**config.mk**
```make
export PLATFORM = sky130hd
export DESIGN_NAME = fc_stream_host_flat
export DESIGN_NICKNAME = d
export VERILOG_FILES = /design/src/rtl/fc_host_pkg.sv /design/src/rtl/fc_stream_host_if.sv /design/src/rtl/fc_host_regfile.sv /design/src/rtl/fc_stream_host.sv /design/src/flat_wrapper.sv
export SDC_FILE = /design/constraint.sdc
export NUM_CORES = 1
export LEC_CHECK = 0
export ABC_AREA = 1
export BUFFER_PORTS_ARGS = -buffer_cell sky130_fd_sc_hd__buf_4
export CORE_ASPECT_RATIO = 0.9
export CORE_MARGIN = 1
export CORE_UTILIZATION = 50
export CTS_BUF_LIST = sky130_fd_sc_hd__clkbuf_4
export DETAILED_ROUTE_END_ITERATION = 8
export PLACE_DENSITY = 0.78
export SLEW_MARGIN = 20
export SYNTH_ARGS = -nofsm -noshare
export SYNTH_HDL_FRONTEND = slang
export SYNTH_HIERARCHICAL = 1
export SYNTH_SLANG_ARGS = --single-unit
```
**constraint.sdc**
```tcl
create_clock -name clk -period 5.25 [get_ports clk]
set_input_delay 0.2625 -clock clk [delete_from_list [all_inputs] [get_ports clk]]
set_output_delay 0.2625 -clock clk [all_outputs]
set_load 0.01 [all_outputs]
```
**src/rtl/fc_host_pkg.sv**
```systemverilog
// -----------------------------------------------------------------------------
// fc_host_pkg
// Shared types and helpers for the fc_stream_host block.
//   fc_host_state_t   : run state of the host FSM (IDLE, SEND, RECV, DONE)
//   index_width()     : address width for a buffer of a given depth (min 1 bit)
//   vec_index_width() : width of the vector buffer index, $clog2(N)
//   res_index_width() : width of the result buffer index, $clog2(M)
// -----------------------------------------------------------------------------
package fc_host_pkg;

    typedef enum logic [1:0] {
        ST_IDLE = 2'd0,
        ST_SEND = 2'd1,
        ST_RECV = 2'd2,
        ST_DONE = 2'd3
    } fc_host_state_t;

    // A depth-1 buffer still needs a one-bit index port.
    function automatic int unsigned index_width(input int unsigned depth);
        return (depth > 1) ? $clog2(depth) : 1;
    endfunction

    function automatic int unsigned vec_index_width(input int unsigned n);
        return index_width(n);
    endfunction

    function automatic int unsigned res_index_width(input int unsigned m);
        return index_width(m);
    endfunction

endpackage

```
**src/rtl/fc_stream_host_if.sv**
```systemverilog
// -----------------------------------------------------------------------------
// fc_stream_host_if
// The two valid/ready channels between the host and an fc_* layer.
//   tx_* : host -> layer input stream  (tx_valid, tx_data from host; tx_ready back)
//   rx_* : layer -> host output stream (rx_valid, rx_data from layer; rx_ready back)
// Modports:
//   master : the host side (drives tx_valid/tx_data and rx_ready)
//   slave  : the layer side (drives tx_ready, rx_valid and rx_data)
// -----------------------------------------------------------------------------
interface fc_stream_host_if #(
    parameter int unsigned T = 16
);
    logic                tx_valid;
    logic                tx_ready;
    logic signed [T-1:0] tx_data;
    logic                rx_valid;
    logic                rx_ready;
    logic signed [T-1:0] rx_data;

    modport master (
        output tx_valid, tx_data, rx_ready,
        input  tx_ready, rx_valid, rx_data
    );

    modport slave (
        input  tx_valid, tx_data, rx_ready,
        output tx_ready, rx_valid, rx_data
    );
endinterface

```
**src/rtl/fc_host_regfile.sv**
```systemverilog
// -----------------------------------------------------------------------------
// fc_host_regfile
// Small register file: one synchronous write port, one combinational read
// port, asynchronous clear of every entry on reset.
//   clk, reset        : clock, async active-high clear
//   wr_en/addr/data   : write port; addresses >= DEPTH are ignored
//   rd_addr / rd_data : combinational read; addresses >= DEPTH read as 0
// -----------------------------------------------------------------------------
module fc_host_regfile
    import fc_host_pkg::*;
#(
    parameter  int unsigned DEPTH = 8,
    parameter  int unsigned T     = 16,
    localparam int unsigned AW    = index_width(DEPTH)
) (
    input  logic                clk,
    input  logic                reset,
    input  logic                wr_en,
    input  logic [AW-1:0]       wr_addr,
    input  logic signed [T-1:0] wr_data,
    input  logic [AW-1:0]       rd_addr,
    output logic signed [T-1:0] rd_data
);

    logic signed [T-1:0] mem_q [DEPTH];

    // NOTE: this storage is a flop array, not an SRAM macro, so clearing every
    // entry on reset is legal and lets a reset mid-run leave no stale data.
    // NOTE: sequential state is updated with <= so every flop samples the
    // pre-edge values regardless of statement order.
    always_ff @(posedge clk or posedge reset) begin
        if (reset) begin
            for (int i = 0; i < DEPTH; i++) begin
                mem_q[i] <= '0;
            end
        end else if (wr_en && (32'(wr_addr) < DEPTH)) begin
            mem_q[wr_addr] <= wr_data;
        end
    end

    // NOTE: the output gets a default before any condition so no path through
    // the block leaves it unassigned, which would infer a latch.
    always_comb begin
        rd_data = '0;
        if (32'(rd_addr) < DEPTH) begin
            rd_data = mem_q[rd_addr];
        end
    end

endmodule

```
**src/rtl/fc_stream_host.sv**
```systemverilog
// -----------------------------------------------------------------------------
// fc_stream_host
// Stream host for an fc_* matrix-vector layer. A controller loads an N-element
// vector, pulses start, and the host streams the vector into the layer and
// collects the layer's M results into a readable result buffer.
// Ports:
//   clk, reset                  : clock, async active-high reset
//   start                       : run request pulse (ignored while busy)
//   vec_wr_en/addr/data         : vector buffer write port (IDLE/DONE only)
//   res_rd_addr / res_rd_data   : combinational result buffer read port
//   stream (master modport)     : tx channel to layer input, rx from layer output
//   busy / done / err           : in SEND or RECV / in DONE / timeout abort
// Configuration:
//   FC_HOST_TIMEOUT_EN : when defined, a RECV watchdog aborts to DONE with
//                        err=1 after TIMEOUT cycles without an rx handshake.
//                        When undefined, err is always 0 and RECV waits forever.
// -----------------------------------------------------------------------------
module fc_stream_host
    import fc_host_pkg::*;
#(
    parameter  int unsigned M       = 10,
    parameter  int unsigned N       = 8,
    parameter  int unsigned T       = 16,
    parameter  int unsigned TIMEOUT = 256,
    localparam int unsigned VW      = vec_index_width(N),
    localparam int unsigned RW      = res_index_width(M)
) (
    input  logic                clk,
    input  logic                reset,
    input  logic                start,
    input  logic                vec_wr_en,
    input  logic [VW-1:0]       vec_wr_addr,
    input  logic signed [T-1:0] vec_wr_data,
    input  logic [RW-1:0]       res_rd_addr,
    output logic signed [T-1:0] res_rd_data,
    fc_stream_host_if.master    stream,
    output logic                busy,
    output logic                done,
    output logic                err
);

    localparam logic [VW-1:0] TX_LAST = VW'(N - 1);
    localparam logic [RW-1:0] RX_LAST = RW'(M - 1);

    fc_host_state_t      state_q, state_d;
    logic [VW-1:0]       tx_cnt_q, tx_cnt_d;
    logic [RW-1:0]       rx_cnt_q, rx_cnt_d;
    // rx_cnt stops at M-1, so a separate flag records that all M results
    // arrived (only reachable if the layer answers while still in SEND).
    logic                rx_full_q, rx_full_d;
    logic                err_q, err_d;
    logic                tx_hs, rx_hs, tx_last, rx_last;
    logic                wdog_expire;
    logic signed [T-1:0] vec_rd_data;

    // Handshake outputs decode from registered state only.
    assign stream.tx_valid = (state_q == ST_SEND);
    assign stream.rx_ready = ((state_q == ST_SEND) || (state_q == ST_RECV)) && !rx_full_q;
    assign stream.tx_data  = stream.tx_valid ? vec_rd_data : '0;
    assign busy            = (state_q == ST_SEND) || (state_q == ST_RECV);
    assign done            = (state_q == ST_DONE);
    assign err             = err_q;

    assign tx_hs   = stream.tx_valid && stream.tx_ready;
    assign rx_hs   = stream.rx_valid && stream.rx_ready;
    assign tx_last = tx_hs && (tx_cnt_q == TX_LAST);
    assign rx_last = rx_hs && (rx_cnt_q == RX_LAST);

    fc_host_regfile #(.DEPTH(N), .T(T)) u_vec_buf (
        .clk     (clk),
        .reset   (reset),
        .wr_en   (vec_wr_en && !busy),
        .wr_addr (vec_wr_addr),
        .wr_data (vec_wr_data),
        .rd_addr (tx_cnt_q),
        .rd_data (vec_rd_data)
    );

    fc_host_regfile #(.DEPTH(M), .T(T)) u_res_buf (
        .clk     (clk),
        .reset   (reset),
        .wr_en   (rx_hs),
        .wr_addr (rx_cnt_q),
        .wr_data (stream.rx_data),
        .rd_addr (res_rd_addr),
        .rd_data (res_rd_data)
    );

`ifdef FC_HOST_TIMEOUT_EN
    localparam int unsigned WW = $clog2(TIMEOUT + 1);

    logic [WW-1:0] wdog_q, wdog_d;

    // Counts consecutive idle RECV cycles; held at 0 outside RECV so it
    // restarts from 0 on every RECV entry.
    always_comb begin
        wdog_d = '0;
        if ((state_q == ST_RECV) && !rx_hs) begin
            wdog_d = wdog_q + WW'(1);
        end
    end

    // Expires on the TIMEOUT-th consecutive idle RECV cycle.
    assign wdog_expire = (state_q == ST_RECV) && !rx_hs && (wdog_q == WW'(TIMEOUT - 1));

    always_ff @(posedge clk or posedge reset) begin
        if (reset) begin
            wdog_q <= '0;
        end else begin
            wdog_q <= wdog_d;
        end
    end
`else
    logic unused_timeout;
    assign unused_timeout = ^TIMEOUT;
    assign wdog_expire    = 1'b0;
`endif

    always_comb begin
        state_d   = state_q;
        tx_cnt_d  = tx_cnt_q;
        rx_cnt_d  = rx_cnt_q;
        rx_full_d = rx_full_q;
        err_d     = err_q;

        unique case (state_q)
            ST_IDLE, ST_DONE: begin
                if (start) begin
                    state_d   = ST_SEND;
                    tx_cnt_d  = '0;
                    rx_cnt_d  = '0;
                    rx_full_d = 1'b0;
                    err_d     = 1'b0;
                end
            end
            ST_SEND: begin
                if (tx_hs && !tx_last) begin
                    tx_cnt_d = tx_cnt_q + VW'(1);
                end
                if (tx_last) begin
                    state_d = (rx_full_q || rx_last) ? ST_DONE : ST_RECV;
                end
            end
            ST_RECV: begin
                if (rx_last) begin
                    state_d = ST_DONE;
                end else if (wdog_expire) begin
                    state_d = ST_DONE;
                    err_d   = 1'b1;
                end
            end
            default: state_d = ST_IDLE;
        endcase

        // rx handshakes occur only in SEND/RECV (rx_ready is 0 elsewhere).
        if (rx_hs) begin
            if (rx_last) begin
                rx_full_d = 1'b1;
            end else begin
                rx_cnt_d = rx_cnt_q + RW'(1);
            end
        end
    end

    always_ff @(posedge clk or posedge reset) begin
        if (reset) begin
            state_q   <= ST_IDLE;
            tx_cnt_q  <= '0;
            rx_cnt_q  <= '0;
            rx_full_q <= 1'b0;
            err_q     <= 1'b0;
        end else begin
            state_q   <= state_d;
            tx_cnt_q  <= tx_cnt_d;
            rx_cnt_q  <= rx_cnt_d;
            rx_full_q <= rx_full_d;
            err_q     <= err_d;
        end
    end

endmodule
```
**src/flat_wrapper.sv**
```systemverilog
// flat-port wrapper written by rule: the top's interface ports become plain ports
module fc_stream_host_flat import fc_host_pkg::*;
#(
    parameter  int unsigned M       = 10,
    parameter  int unsigned N       = 8,
    parameter  int unsigned T       = 16,
    parameter  int unsigned TIMEOUT = 256,
    localparam int unsigned VW      = vec_index_width(N),
    localparam int unsigned RW      = res_index_width(M)
)
  (clk, reset, start, vec_wr_en, vec_wr_addr, vec_wr_data, res_rd_addr, res_rd_data, busy, done, err, stream_tx_valid, stream_tx_data, stream_rx_ready, stream_tx_ready, stream_rx_valid, stream_rx_data);
  fc_stream_host_if #(.T(T)) stream_i ();
  input  logic clk;
  input  logic reset;
  input  logic start;
  input  logic vec_wr_en;
  input  logic [VW-1:0] vec_wr_addr;
  input  logic signed [T-1:0] vec_wr_data;
  input  logic [RW-1:0] res_rd_addr;
  output logic signed [T-1:0] res_rd_data;
  output logic busy;
  output logic done;
  output logic err;
  output wire logic [$bits(stream_i.tx_valid)-1:0] stream_tx_valid;
  output wire logic [$bits(stream_i.tx_data)-1:0] stream_tx_data;
  output wire logic [$bits(stream_i.rx_ready)-1:0] stream_rx_ready;
  input wire logic [$bits(stream_i.tx_ready)-1:0] stream_tx_ready;
  input wire logic [$bits(stream_i.rx_valid)-1:0] stream_rx_valid;
  input wire logic [$bits(stream_i.rx_data)-1:0] stream_rx_data;
  assign stream_tx_valid = stream_i.tx_valid;
  assign stream_tx_data = stream_i.tx_data;
  assign stream_rx_ready = stream_i.rx_ready;
  assign stream_i.tx_ready = stream_tx_ready;
  assign stream_i.rx_valid = stream_rx_valid;
  assign stream_i.rx_data = stream_rx_data;
  fc_stream_host #(.M(M), .N(N), .T(T), .TIMEOUT(TIMEOUT)) u_core (.clk(clk), .reset(reset), .start(start), .vec_wr_en(vec_wr_en), .vec_wr_addr(vec_wr_addr), .vec_wr_data(vec_wr_data), .res_rd_addr(res_rd_addr), .res_rd_data(res_rd_data), .stream(stream_i), .busy(busy), .done(done), .err(err));
endmodule
```
==> results of run 1 <==
-- registers in the layout (all words and copies together) (netlist names) --
register	flops
u_core/u_vec_buf/mem_q	128
u_core/u_res_buf/mem_q	160
u_core/rx_cnt_q	4
u_core/tx_cnt_q	3
u_core/state_q	2
u_core/rx_full_q	1
-- cell families after synthesis --
logic type	count (synthesis)
fa+ha+maj	7
simple gates	939
xor+xnor	2
mux	1
buf+inv	379
other cells	1
compound gates	333
flops	298
-- what timing repair did --
item / 4_1_cts / 5_1_grt
endpoints found under the hold margin: 399 / 0
resized for setup: 0 / 0
hold buffers: 34 / 0
-- layout make-up --
type | count | area (um2) | area share, %
well taps | 360 | 450 | 2.71
diodes | 1 | 2.50 | 0.0151
repair buffers | 126 | 1030 | 6.23
clock inverters | 21 | 126 | 0.761
inverters | 269 | 1020 | 6.16
clock buffers | 119 | 893 | 5.38
flip-flops and latches | 298 | 7460 | 44.9
multi-input cells | 1283 | 5610 | 33.8
-- worst max-delay path: cells and delay by family (launching register included) --
family	cells	cell delay [ps]
buf+inv	5	1480
simple gates	5	420
flops	1	370
-- synthesized netlist by cell type (2+ instances only) --
| master | number | share of area, % |
|---|---|---|
| nand2_1 | 726 | 19 |
| dfrtp_1 | 298 | 51 |
| inv_1 | 263 | 6.8 |
| o21ai_0 | 254 | 8.7 |
| nand3_1 | 157 | 5.4 |
| buf_2 | 65 | 2.2 |
| o21ai_1 | 51 | 1.7 |
| nor2_1 | 40 | 1.0 |
| clkbuf_1 | 26 | 0.67 |
| a21oi_1 | 19 | 0.65 |
| buf_1 | 8 | 0.21 |
| clkbuf_2 | 8 | 0.27 |
| ha_1 | 7 | 0.60 |
| inv_2 | 5 | 0.13 |
| o211ai_1 | 5 | 0.26 |
| or2_2 | 5 | 0.21 |
| buf_4 | 3 | 0.15 |
| nor2_2 | 3 | 0.13 |
| nand2_2 | 2 | 0.086 |
| nor3_1 | 2 | 0.069 |
-- layer usage --
layer / share of wire, % / wire length [um]
met4: 2.7 / 1030
met5: 0 / 0
met1: 45 / 17000
met3: 7.2 / 2750
met2: 45 / 17100
-- per-stage QoR --
stage	worst slack (ps)	cells	utilization, %	total power (uW)	instance area [um2]
4_1_cts	2000	2475	58.6	8990	16600
6_report	2020	2477	58.7	8980	16600
5_1_grt	1860	2477	58.7	9760	16600
2_1_floorplan	668	1960	-	6000	14600
3_3_place_gp	2750	2301	53.8	6720	15200
3_5_place_dp	2660	2301	53.8	6870	15200
-- power groups by stage --
stage,logic [uW],registers [uW],clock network (uW)
floorplan,2310,3690,0
global placement,2940,3780,0
detailed placement,3050,3820,0
CTS,3090,3790,2100
global route,3610,3930,2220
finish,3130,3810,2040
-- how the worst max path moves through the flow --
stage / from / endpoint / slack, ps
after floorplan: reset / u_core/u_res_buf/mem_q[0]$_DFFE_PP0P_ / 670
after global placement: res_rd_addr[0] / res_rd_data[10] / 2750
after detailed placement: u_core/state_q[0]$_DFFE_PP0P_ / u_core/u_res_buf/mem_q[113]$_DFFE_PP0P_ / 2660
after CTS: u_core/tx_cnt_q[1]$_DFFE_PP0P_ / stream_tx_data[10] / 2000
after global routing: u_core/tx_cnt_q[1]$_DFFE_PP0P_ / stream_tx_data[10] / 1860
final: u_core/tx_cnt_q[1]$_DFFE_PP0P_ / stream_tx_data[10] / 2020
==> impl_metrics.tcl, run 1 <==
set metrics [dict create \
    outcome "complete, no violations" \
    grt_start_max_net_pins 110 \
    crit_required_ps 4990 \
    wl_per_cell_um 15.3 \
    cts_inserted_buffers 79 \
    ys_ff_latch 298 \
    intPower_uw 5550 \
    worstPathCellList "buf_4 > inv_1 > buf_4 > nand3_1 > nand2_1 > nand2_1 > nand2_1 > nand2_1 > inv_1 > buf_4" \
    clock_sinks 298 \
    async_reset_ff_share_pct 100 \
    syn-cell-area_mm2 0.0146 \
    routed_via_density 5.30 \
    die_h_um 164 \
    drtIter0Drc 1365 \
    initial_utilization_pct 51.5 \
    met3_usage_pct 4.10 \
    final.min_clock_period_ps 3230 \
    cp-start-kind "register" \
    grt_pass1_wl_um 62100 \
    grt_pass1_vias 12300 \
    crit_top_cell "nand2_1" \
    worstPathMaxFanout 35 \
    yosys.area_share.adder_pct 0.600 \
    grt_util_all_layers_pct 26.0 \
    use_met2_pct 40.6 \
    finalHoldViolCount 0 \
    ys_warn_count 6 \
    min_path_cells 5 \
    yosysUniqueCellTypes 33 \
    hold_path_class "input port to register" \
    p_sw_uw 3420 \
    root_buffer "clkbuf_4" \
    pin_count 82 \
    numPortBuffers 80 \
    overflow 0 \
    power.density_mw_per_mm2 541 \
    synthSimpleGateAreaFrac_pct 25.9 \
    p_comb_share_pct 34.8 \
    clock_latency_ps 720 \
    synth_cells 1960 \
    synthXorXnorAreaFrac_pct 0.120 \
    synth_nets 2012 \
    cts_tree "built" \
    timing.rr.start "u_core/state_q[0]$_DFFE_PP0P_" \
    final_cell_mix "723 x nand2_1, 297 x dfrtp_1, 260 x inv_1" \
    coreArea_mm2 0.0283 \
    hold_path_end "u_core/u_vec_buf/mem_q[5]$_DFFE_PP0P_" \
    synth_top_family_by_area "simple AND/OR/NAND/NOR gates" \
    grtUsageMet1_pct 36.7 \
    clkPwrFrac_pct 22.8 \
    holdCritStartpoint "vec_wr_addr[2]" \
    p_leak_uw 0.00874 \
    min_period_over_period_pct 61.4 \
    reg2reg_to "u_core/u_res_buf/mem_q[59]$_DFFE_PP0P_" \
    fin_skew_ps 45.1 \
    antenna_found_initial 1 \
    rsz0062_at_grt "no" \
    gp_congestion 0.837 \
    cp_slowest_cell "inv_1" \
    vias 13100 \
    r2r_slack_ps 2610 \
    ant_nets 0 \
    dominantRegCellSynth "dfrtp_1" \
    cts_buffer_depth 3 \
    syn_avg_cell_area_um2 7.44 \
    die_w_um 182 \
    final_common_cell "nand2_1" \
    pwr-share-seq_pct 42.4 \
    yosysSeqAreaShare_pct 51.1 \
    setup-violations-final 0 \
    switching_share_pct 38.1 \
    holdWs_ps 64.5 \
    post_cts_buffers 0 \
    synth_edf_count 0 \
    max_freq_ghz 0.310 \
    worst-setup-path-type "register to output port" \
    wirelength_um 37900 \
    dr.pass1.iters 5 \
    drv_slew 0 \
    final_nets 2109 \
    maxCapViolations 0 \
    drive_gt1_share_pct 11.6 \
    crit_arrival_ps 2960 \
    die_area_mm2 0.0299 \
    row_count 58 \
    path_clk_slew_ps 60 \
    slowest_delay_ps 580 \
    synth_compound_area_share_pct 11.7 \
    max_slew.worst_pin.slew_ps 1100 \
    maxSlewHeadroom_pct 26.3 \
    worstSetupEndpointType "output port" \
    fillCellCount 2518 \
    global_route.peak_usage_layer "met2" \
    drc 0 \
    detailed_place_hpwl_um 22100 \
    rr_worst_depth 8 \
    h-tree-depth 3 \
    final.setup.tns_ps 0 \
    yosys-mux-area-fraction_pct 0.0686 \
    area_delta_synth_final_pct 13.8 \
    vdd_drop_max_uv 379 \
]
(Power assumes the default switching activity.)
==> inputs of run 2 (changes only) <==
Clock period 5.25 ns to 3.3 ns, I/O delays scaled along.
==> run 2 against run 1 <==
First-iteration DRC count up 10%; final cell count up 1.6%; die area stayed put; clock power grew 51%; critical endpoint is now u_core/u_vec_buf/mem_q[12]$_DFFE_PP0P_; critical path type is now register to register; highest routed layer is now met5; via count increased by 1.3%.
==> impl_metrics.tcl, run 2 (synthesis gave the netlist of run 1 again) <==
set metrics [dict create \
    vdd_drop_max_uv 513 \
    p_leak_uw 0.00890 \
    clock_latency_ps 720 \
    worstSetupEndpointType "register" \
    max_freq_ghz 0.325 \
    cts_tree "built" \
    finalHoldViolCount 0 \
    grt_pass1_vias 12900 \
    fillCellCount 2441 \
    detailed_place_hpwl_um 22600 \
    routed_via_density 5.28 \
    outcome "complete, no violations" \
    wl_per_cell_um 15.6 \
    power_uw 14400 \
    critPathTopFamily "buffers and inverters" \
    rsz0062_at_grt "no" \
    antenna_found_initial 2 \
    cts_inserted_buffers 78 \
    hold_path_class "input port to asynchronous set/reset pin" \
    clock_sinks 298 \
    cts_buffer_depth 3 \
    wirelength_um 39200 \
    drc 0 \
    final.setup.tns_ps 0 \
    ant_nets 0 \
    worstPathMaxFanout 21 \
    grt_pass1_wl_um 64300 \
    drive_gt1_share_pct 11.7 \
    worst-setup-path-type "register to register" \
    max_slew.worst_pin.slew_ps 1100 \
    overflow 0 \
    crit_arrival_ps 3740 \
    initial_utilization_pct 51.5 \
    cp_slowest_cell "dlygate4sd3_1" \
    largest_reg_flops 160 \
    grt_start_max_net_pins 161 \
    die_h_um 164 \
    dr.pass1.iters 6 \
    min_period_over_period_pct 93.3 \
    final_cell_mix "725 x nand2_1, 297 x dfrtp_1, 259 x inv_1" \
    gp_congestion 0.834 \
    coreArea_mm2 0.0283 \
    largestRegisters "u_core/u_res_buf/mem_q: 160 flops, u_core/u_vec_buf/mem_q: 128 flops, u_core/rx_cnt_q: 4 flops" \
    crit_top_cell "nand2_1" \
    maxSlewHeadroom_pct 26.5 \
    pin_count 82 \
    area_delta_synth_final_pct 16.7 \
    worstPathCellList "inv_1 > ha_1 > nand2_1 > inv_1 > nand2_1 > nor3_4 > buf_8 > nand2_1 > dlygate4sd3_1 > o21ai_0 > dlygate4sd3_1" \
    critPathBufInv 5 \
    vias 13300 \
    drtIter0Drc 1508 \
    final.min_clock_period_ps 3080 \
    die_area_mm2 0.0299 \
    setup-violations-final 0 \
    max_flop_register "u_core/u_res_buf/mem_q" \
    maxCapViolations 0 \
    fin_skew_ps 42.1 \
    cp-start-kind "register" \
    h-tree-depth 3 \
    grt_util_all_layers_pct 27.1 \
    final_common_cell "nand2_1" \
    final_nets 2161 \
    row_count 58 \
    path_clk_slew_ps 70 \
    root_buffer "clkbuf_4" \
    die_w_um 182 \
    numPortBuffers 80 \
    drv_slew 0 \
    slowest_delay_ps 570 \
    power.density_mw_per_mm2 845 \
    crit_required_ps 3970 \
]
## run 2: cell count changes in the layout (fill, tap and decap cells not counted), sizes merged
| cell | delta |
|---|---|
| buf | +19 |
| clkbuf | -13 |
| clkinv | +1 |
| dlygate4sd3 | +34 |
| inv | -1 |
## run 2: power breakdown
part	switching [uW]	internal [uW]	total (uW)
combinational	3130	2050	5180
clock	1520	1570	3080
sequential	887	5230	6110
## run 2: area by class of cell
class	count	area [um2]	share of cell area, %
multi-input cells	1283	5610	32.9
repair buffers	179	1570	9.20
diodes	1	2.50	0.0147
well taps	360	450	2.65
inverters	269	1020	5.97
clock buffers	106	796	4.67
flip-flops and latches	298	7460	43.8
clock inverters	21	128	0.750
## run 2: stage by stage
step	cells	area (um2)	utilization [%]	worst slack, ps	hold WS (ps)
floorplan	1960	14600	-	1110	5.18
CTS	2511	17000	59.9	27.8	3.82
global route	2517	17000	60.2	52.6	90.3
detailed placement	2316	15400	54.2	957	222
finish	2517	17000	60.2	222	76.9
global placement	2316	15400	54.2	1050	218
## run 2: per-layer routing
layer / routed length (um) / part of all wire (%) / track usage [%]
met5: 12 / 0.031 / 0
met4: 977 / 2.5 / 10.6
met3: 3540 / 9.0 / 5.41
met2: 17400 / 44 / 41.0
met1: 17300 / 44 / 38.3
## run 2: worst paths after layout
check	start	depth (start not counted)	slack, ps	end
worst min-delay path	reset	3	80	u_core/u_vec_buf/mem_q[17]$_DFFE_PP0P_
min in group clk	vec_wr_addr[1]	5	80	u_core/u_vec_buf/mem_q[31]$_DFFE_PP0P_
worst max register to register	u_core/state_q[0]$_DFFE_PP0P_	11	220	u_core/u_vec_buf/mem_q[12]$_DFFE_PP0P_
worst max-delay path	u_core/state_q[0]$_DFFE_PP0P_	11	220	u_core/u_vec_buf/mem_q[12]$_DFFE_PP0P_
max in group asynchronous	reset	5	2300	u_core/u_vec_buf/mem_q[122]$_DFFE_PP0P_
worst min register to register	u_core/u_vec_buf/mem_q[103]$_DFFE_PP0P_	2	480	u_core/u_vec_buf/mem_q[103]$_DFFE_PP0P_
## run 2: tightest hold or removal path: stages
cell and delay (ps):
dlygate4sd3_1 530, buf_4 160, clkinvlp_4 410
## run 2: repair_timing
| action | in CTS | in global routing |
|---|---|---|
| hold buffers | 68 | 0 |
| endpoints found under the setup margin | 0 | 8 |
| buffers inserted | 0 | 3 |
| gates resized for setup | 0 | 0 |
| hold endpoints to repair | 510 | 0 |
==> inputs of run 3 (changes only) <==
Settings changed: CELL_PAD_IN_SITES_DETAIL_PLACEMENT set to 0, CELL_PAD_IN_SITES_GLOBAL_PLACEMENT set to 2, CORE_UTILIZATION 50 to 37, PLACE_DENSITY 0.78 to 0.93.
Clock period 3.3 ns to 3.5 ns, I/O delays scaled along.
==> run 3 against run 2 <==
Largest power group unchanged; clock skew fell by 7.6 ps; combinational power shrank 7.9%; largest cell class unchanged; final cell count up 6.1%; sequential share of layout area down 0.061 points; non-clock buffer count fell by 29; register-to-register slack improved by 660 ps; sequential power decreased by 7.0%.
==> impl_metrics.tcl, run 3 (synthesis gave the netlist of run 1 again) <==
set metrics [dict create \
    outcome "complete, no violations" \
    final_nets 2138 \
    grt_pass1_vias 12200 \
    fin_skew_ps 34.5 \
    p_leak_uw 0.00886 \
    worstPathMaxFanout 34 \
    detailed_place_hpwl_um 25000 \
    setup-violations-final 0 \
    h-tree-depth 3 \
    place_area_mm2 0.0156 \
    maxSlewHeadroom_pct 29.3 \
    max_slew.worst_pin.slew_ps 1060 \
    finalHoldViolCount 0 \
    final.min_clock_period_ps 2830 \
    final.setup.tns_ps 0 \
    row_count 68 \
    vdd_drop_max_uv 590 \
    power.density_mw_per_mm2 792 \
    fin_area_mm2 0.0171 \
    crit_required_ps 3320 \
    post_cts_buffers 0 \
    initial_utilization_pct 37.8 \
    clock_sinks 298 \
    final_cell_mix "722 x nand2_1, 297 x dfrtp_1, 260 x inv_1" \
    die_area_mm2 0.0402 \
    crit_arrival_ps 2650 \
    cts_inserted_buffers 84 \
    antenna_found_initial 2 \
    die_h_um 190 \
    cts_resized 0 \
    area_delta_synth_final_pct 16.9 \
    gp_congestion 0.808 \
    largest_reg_flops 160 \
    coreArea_mm2 0.0386 \
    grt_start_max_net_pins 94 \
    wirelength_um 41300 \
    dpl.cell_count 2484 \
    drc 0 \
    worst-setup-path-type "register to output port" \
    overflow 0 \
    grt_pass1_wl_um 67100 \
    largestRegisters "u_core/u_res_buf/mem_q: 160 flops, u_core/u_vec_buf/mem_q: 128 flops, u_core/rx_cnt_q: 4 flops" \
    drtIter0Drc 963 \
    hold_path_class "input port to register" \
    die_w_um 211 \
    drv_slew 0 \
    cp-start-kind "register" \
    rsz0062_at_grt "no" \
    cts_tree "built" \
    wl_per_cell_um 15.5 \
    max_flop_register "u_core/u_res_buf/mem_q" \
    root_buffer "clkbuf_4" \
    r2r_slack_ps 880 \
    routed_via_density 4.80 \
    path_clk_slew_ps 60 \
    finalNonFillerCells 2670 \
    grt_util_all_layers_pct 21.4 \
    vias 12800 \
    max_freq_ghz 0.354 \
    worstSetupEndpointType "output port" \
    min_period_over_period_pct 80.8 \
    ant_nets 0 \
    final_common_cell "nand2_1" \
    numPortBuffers 80 \
    dr.pass1.iters 5 \
    cts_buffer_depth 3 \
    maxCapViolations 0 \
    clock_latency_ps 740 \
    pin_count 82 \
    drive_gt1_share_pct 12.3 \
]
==> run 3: changes by cell type in the layout (fill, tap and decap cells not counted), moves of 2 or more <==
cell / change
clkinv_2: -3
nand2_2: +3
clkinv_4: -2
clkinv_1: +5
clkbuf_4: +17
buf_12: +3
buf_4: -3
dlygate4sd3_1: -27
nand2_1: -3
==> run 3: final timing paths <==
path | start | endpoint | depth (start not counted)
max | u_core/tx_cnt_q[0]$_DFFE_PP0P_ | stream_tx_data[14] | 10
max in group asynchronous | reset | u_core/u_vec_buf/mem_q[72]$_DFFE_PP0P_ | 4
max reg2reg | u_core/state_q[1]$_DFFE_PP0P_ | u_core/tx_cnt_q[0]$_DFFE_PP0P_ | 7
min | vec_wr_addr[2] | u_core/u_vec_buf/mem_q[15]$_DFFE_PP0P_ | 6
min reg2reg | u_core/u_res_buf/mem_q[151]$_DFFE_PP0P_ | u_core/u_res_buf/mem_q[151]$_DFFE_PP0P_ | 2
min in group asynchronous | reset | u_core/u_res_buf/mem_q[127]$_DFFE_PP0P_ | 3
==> run 3: final cells by class <==
| type | instances | area (um2) |
|---|---|---|
| Fill cell | 4000 | 21600 |
| Sequential cell | 298 | 7460 |
| Multi-Input combinational cell | 1283 | 5620 |
| Timing Repair Buffer | 150 | 1290 |
| Inverter | 269 | 1020 |
| Clock buffer | 123 | 923 |
| Tap cell | 525 | 657 |
| Clock inverter | 20 | 82.6 |
| Antenna cell | 2 | 5.00 |
==> run 3: what timing repair did <==
action                     CTS  global route
setup endpoints to repair    0             0
hold buffers                41             0
hold endpoints to repair   384             0
==> run 3: report_power, final <==
group | leakage (uW) | total [uW] | switching, uW | internal, uW
Sequential | 0.00386 | 5680 | 753 | 4930
Clock | 0.000597 | 3060 | 1460 | 1590
Combinational | 0.00440 | 4770 | 2930 | 1840
==> run 3: stage by stage <==
stage                     worst slack (ps)  utilization [%]  total power (uW)  hold slack [ps]
after floorplan                       1300                -              9000             15.2
after global placement                1150             40.4             10300              236
after detailed placement              1040             40.4             10400              230
after CTS                              561             44.1             13700             28.7
after global routing                   436             44.1             14800             91.0
final                                  674             44.1             13500              123
==> run 3: worst max-delay path, stage by stage (launching register included) <==
cell and delay (ps):
dfrtp_2 400, inv_2 480, buf_12 290, nand2_1 70
nand3_1 70, nand2_1 110, nand2_1 80, nand2_1 70
nand2_1 110, inv_1 60, buf_4 140
==> run 3: layer usage <==
layer	wire length [um]	GRT usage, %	up-vias
met1	20900	32.4	6062
met4	695	6.41	0
met5	0	0	-
met3	2150	3.87	56
li1	-	-	6379
met2	17500	30.8	332
